## config.mk

```make
export PLATFORM = sky130hd
export DESIGN_NAME = display_mux
export DESIGN_NICKNAME = d
export VERILOG_FILES = /design/src/rtl/display_mux.sv
export SDC_FILE = /design/constraint.sdc
export NUM_CORES = 1
export LEC_CHECK = 0
export CAP_MARGIN = 40
export CORE_MARGIN = 3
export CORE_UTILIZATION = 55
export DETAILED_ROUTE_END_ITERATION = 10
export PLACE_DENSITY = 0.79
export REMOVE_ABC_BUFFERS = 1
export SLEW_MARGIN = 20
export SYNTH_ARGS = -nofsm -noshare
export SYNTH_HDL_FRONTEND = slang
export SYNTH_SLANG_ARGS = --single-unit
```

## constraint.sdc

```tcl
create_clock -name clk -period 4.3 [get_ports clk]
set_clock_uncertainty 0.15 [all_clocks]
set_input_delay 0.86 -clock clk [delete_from_list [all_inputs] [get_ports clk]]
set_output_delay 0.86 -clock clk [all_outputs]
set_load 0.01 [all_outputs]
```

## src/rtl/display_mux.sv

```systemverilog
// rtl/display_mux.sv - four-digit multiplexed 7-segment display driver with win/lose modes
// Frame-coherent shadow capture; LOSE blanks the anodes on a frame-counted blink.
module display_mux #(
  parameter int SCAN_DIV     = 50000,
  parameter int BLINK_FRAMES = 100,
  parameter bit ACTIVE_LOW   = 1'b1
) (
  input  logic       clk,
  input  logic       reset,
  input  logic [3:0] minutos,
  input  logic [3:0] segundos_dez,
  input  logic [3:0] segundos_unidade,
  input  logic [3:0] decimos,
  input  logic       sinalderrota,
  input  logic       sinalvitoria,
  output logic [6:0] seg,
  output logic       dp,
  output logic [3:0] an,
  output logic       frame_sync
);

  localparam int             PW   = (SCAN_DIV > 2) ? $clog2(SCAN_DIV) : 1;
  localparam logic [PW-1:0]  PMAX = PW'(SCAN_DIV - 1);
  localparam logic [9:0]     BMAX = 10'(BLINK_FRAMES - 1);

  typedef enum logic [1:0] {S_RUN, S_WIN, S_LOSE} state_t;

  logic [PW-1:0] r_presc;
  logic [1:0]    r_idx;
  logic [15:0]   r_shadow;
  logic [9:0]    r_blink_cnt;
  logic          r_blink_on;
  state_t        r_state;
  logic [6:0]    r_seg;
  logic          r_dp;
  logic [3:0]    r_an;
  logic          r_frame_sync;

  logic          w_tick;
  logic          w_boundary;
  logic [1:0]    w_idx_nxt;
  logic [15:0]   w_shadow_nxt;
  state_t        w_state_nxt;
  logic [9:0]    w_blink_cnt_nxt;
  logic          w_blink_on_nxt;
  logic [3:0]    w_digit;
  logic [6:0]    w_seg_raw;
  logic [3:0]    w_an_raw;

  assign w_tick       = (r_presc == PMAX);
  assign w_boundary   = w_tick && (r_idx == 2'd3);
  assign w_idx_nxt    = w_tick ? r_idx + 2'd1 : r_idx;
  assign w_shadow_nxt = (w_boundary && r_state != S_WIN)
                        ? {minutos, segundos_dez, segundos_unidade, decimos} : r_shadow;
  assign w_digit      = w_shadow_nxt[w_idx_nxt*4 +: 4];

  always_comb begin
    w_state_nxt = r_state;
    unique case (r_state)
      S_RUN:   if (sinalderrota) w_state_nxt = S_LOSE;
               else if (sinalvitoria) w_state_nxt = S_WIN;
      S_WIN:   if (sinalderrota) w_state_nxt = S_LOSE;
               else if (!sinalvitoria) w_state_nxt = S_RUN;
      S_LOSE:  if (!sinalderrota) w_state_nxt = S_RUN;
      default: w_state_nxt = S_RUN;
    endcase
  end

  // Blink only runs while staying in LOSE; entry and any other state force phase ON.
  always_comb begin
    w_blink_cnt_nxt = r_blink_cnt;
    w_blink_on_nxt  = r_blink_on;
    if (r_state != S_LOSE || w_state_nxt != S_LOSE) begin
      w_blink_cnt_nxt = '0;
      w_blink_on_nxt  = 1'b1;
    end else if (w_boundary) begin
      if (r_blink_cnt == BMAX) begin
        w_blink_cnt_nxt = '0;
        w_blink_on_nxt  = ~r_blink_on;
      end else begin
        w_blink_cnt_nxt = r_blink_cnt + 10'd1;
      end
    end
  end

  always_comb begin
    w_seg_raw = 7'b1000000;
    case (w_digit)
      4'd0: w_seg_raw = 7'b0111111;
      4'd1: w_seg_raw = 7'b0000110;
      4'd2: w_seg_raw = 7'b1011011;
      4'd3: w_seg_raw = 7'b1001111;
      4'd4: w_seg_raw = 7'b1100110;
      4'd5: w_seg_raw = 7'b1101101;
      4'd6: w_seg_raw = 7'b1111101;
      4'd7: w_seg_raw = 7'b0000111;
      4'd8: w_seg_raw = 7'b1111111;
      4'd9: w_seg_raw = 7'b1101111;
      default: w_seg_raw = 7'b1000000;
    endcase
  end

  assign w_an_raw = w_blink_on_nxt ? (4'b0001 << w_idx_nxt) : 4'b0000;

  always_ff @(posedge clk) begin
    if (reset) begin
      r_presc      <= '0;
      r_idx        <= '0;
      r_shadow     <= '0;
      r_blink_cnt  <= '0;
      r_blink_on   <= 1'b1;
      r_state      <= S_RUN;
      r_seg        <= {7{ACTIVE_LOW}};
      r_dp         <= ACTIVE_LOW;
      r_an         <= {4{ACTIVE_LOW}};
      r_frame_sync <= 1'b0;
    end else begin
      r_presc      <= w_tick ? '0 : r_presc + 1'b1;
      r_idx        <= w_idx_nxt;
      r_shadow     <= w_shadow_nxt;
      r_blink_cnt  <= w_blink_cnt_nxt;
      r_blink_on   <= w_blink_on_nxt;
      r_state      <= w_state_nxt;
      // Outputs are built from next-cycle index/shadow so they track the tick with one clk latency.
      r_seg        <= w_seg_raw ^ {7{ACTIVE_LOW}};
      r_dp         <= w_idx_nxt[0] ^ ACTIVE_LOW;
      r_an         <= w_an_raw ^ {4{ACTIVE_LOW}};
      r_frame_sync <= w_boundary;
    end
  end

  assign seg        = r_seg;
  assign dp         = r_dp;
  assign an         = r_an;
  assign frame_sync = r_frame_sync;

endmodule

```

==> flow_summary.json <==
{
  "cts_tree": "done",
  "ys_top_cells_by_area": "dfxtp_1, xor2_1, nand3_1",
  "synth_common_cells": "dfxtp_1, nor2_1, nand3_1",
  "crit_family": "simple AND/OR/NAND/NOR gates",
  "final_nets": 362,
  "start_util": 0.5775,
  "seq_area_frac_synth": 0.4346,
  "arrival_ns": 3.87,
  "utilization": 0.6967,
  "instances_no_fill": 405,
  "drtIter0Drc": 71,
  "fillers": 414,
  "via_per_inst": 5.575,
  "die_h_um": 76.89,
  "timing.fmax_mhz": 264.7,
  "core_area_um2": 4786,
  "syn_area_um2": 2764,
  "crit_chain": "or4_4 -> or4_4 -> nor2_1 -> mux2_2 -> a2111oi_4 -> ha_1 -> inv_1 -> nor2_1 -> o311ai_2",
  "rows": 25,
  "finalInstanceArea_um2": 3334,
  "multi_input_area_um2": 1460,
  "dp_slack_ns": 0.5396,
  "ys_ff_latch": 60,
  "dieArea_um2": 5912,
  "ys.flop_type": "dfxtp_1",
  "grt_pass1_wl_um": 9742,
  "vias": 2258,
  "synth_warnings": 0,
  "totalPowerFinal_mw": 1.142,
  "cts_setup_buffers": 0,
  "grt_pass1_vias": 2200,
  "antenna_cells": 0,
  "grt_overflow": 0,
  "ir_drop_mv": 0.2592,
  "post-route-drc-count": 0,
  "cp_max_fo": 23,
  "hold_viol": 0,
  "hp-class": "reg -> reg",
  "place_congestion": 0.8194,
  "end_kind": "flip-flop",
  "p_leak_nw": 1.213,
  "maxCapViolCount": 0,
  "cts_hold_buf": 0,
  "final-setup-viol-count": 0,
  "cts.root.buffer_cell": "clkbuf_8",
  "ys_types": 47,
  "placed_area_um2": 3129,
  "relSlewSlack": 0.6647,
  "port-buffer-count": 32,
  "rsz0062_at_grt": "no",
  "dp.cells": 390,
  "yosysMostFrequentCell": "dfxtp_1",
  "synth_top_area_cell": "dfxtp_1",
  "cp_slowest_stage_delay_ns": 0.67,
  "cts_sinks": 60,
  "setup_tns_ns": 0,
  "numCtsBuffers": 9,
  "grt_usage": 0.2044,
  "drtPass1Iterations": 4,
  "ff_latch_area_um2": 1201,
  "finalWirelength_um": 5762,
  "slowest_stage": "or4_4",
  "synth-edff-count": 0,
  "clkLatencyLatePin_ns": 0.33,
  "worstPathBufferInverterCount": 1,
  "grt_max_degree": 24,
  "clk_pin_slew_worst_paths_ns": 0.07,
  "status": "finished clean",
  "finalCritPeriodShare": 0.8785,
  "worst-slew-pin-transition_ns": 0.5017,
  "async_flop_share": 0,
  "post-route-min-period_ns": 3.778,
  "dieWidth_um": 76.89,
  "synth_cells": 299,
  "antenna_found_initial": 0,
  "syn_avg_cell_area_um2": 9.244,
  "final.setup.worst_slack_ns": 0.5224,
  "hold_slack_ns": 0.2933,
  "htree_levels": 3,
  "dp_hpwl_um": 4075,
  "criticalPathCategory": "reg -> reg",
  "cts_max_path_buffers": 2,
  "area_delta_synth_final_pct": 20.64,
  "power_density_nw_per_um2": 342.4,
  "startpoint_type": "flip-flop",
  "wl_per_cell_um": 14.23,
  "ios": 33,
  "cts_repair_resize_count": 0,
  "final_max_slew_viol_count": 0,
  "ant_nets": 0,
  "cp_data_required_time_ns": 4.39,
  "drive_gt1_frac": 0.09763,
  "synth_top_area_share": 0.4346
}
[kinds of logic after synthesis]
logic type      after synthesis  synth area share
simple gates                115            0.2168
compound gates               62            0.1643
flops                        60            0.4346
xor+xnor                     22           0.06971
buf+inv                      21           0.03712
mux                          11           0.04120
fa+ha+maj                     8           0.03622
[placed cells by master (no fill, tap or decap), drive strengths merged, types with 2 or more instances in the layout]
master / instances
a2111oi: 2
a21oi: 16
a22oi: 9
and2: 3
and3: 5
and4: 3
buf: 4
bufinv: 2
clkbuf: 10
clkdlybuf4s50: 32
clkinv: 2
dfxtp: 60
ha: 8
inv: 9
mux2: 3
mux2i: 8
nand2: 23
nand3: 25
nand3b: 3
nand4: 4
nor2: 31
nor3: 2
nor4: 3
o211a: 3
o211ai: 4
o21ai: 19
o311ai: 2
or2: 2
or3: 4
or4: 3
xnor2: 6
xor2: 16
[final timing paths]
check / from / endpoint / slack, ns / depth (start not counted)
max: r_presc[4]$_SDFF_PP0_ / seg[3]$_SDFF_PP1_ / 0.52 / 9
min: r_presc[0]$_SDFF_PP0_ / r_presc[0]$_SDFF_PP0_ / 0.29 / 1
max reg2reg: r_presc[4]$_SDFF_PP0_ / seg[3]$_SDFF_PP1_ / 0.52 / 9
min reg2reg: r_presc[0]$_SDFF_PP0_ / r_presc[0]$_SDFF_PP0_ / 0.29 / 1
[cell type report]
cell class | instances | area share
multi-input cells | 218 | 0.4379
flip-flops and latches | 60 | 0.3602
repair buffers | 36 | 0.1051
clock buffers | 10 | 0.03827
well taps | 67 | 0.02514
clock inverters | 5 | 0.02326
inverters | 9 | 0.01013
[state kept, by name (all words and copies together), names as in the netlist]
name and count:
an 4, r_state 2, r_idx 2, frame_sync 1
seg 7, r_blink_cnt 10, r_blink_on 1, dp 1
r_shadow 16, r_presc 16
[power breakdown]
part | total (mW) | switching [mW] | internal (mW) | leakage (nW)
Combinational | 0.0444 | 0.0179 | 0.0265 | 0.623
Sequential | 0.566 | 0.00358 | 0.563 | 0.487
Clock | 0.531 | 0.210 | 0.321 | 0.102
[routing by layer]
layer  vias to the layer above  global-route usage  wire (µm)
li1                       1142                   -          -
met1                      1049              0.2419       2504
met2                        54              0.3423       2894
met3                        13             0.03638        232
met4                         0              0.1250        130
met5                         -                   0          0
Power figures use the tool's default switching activity.
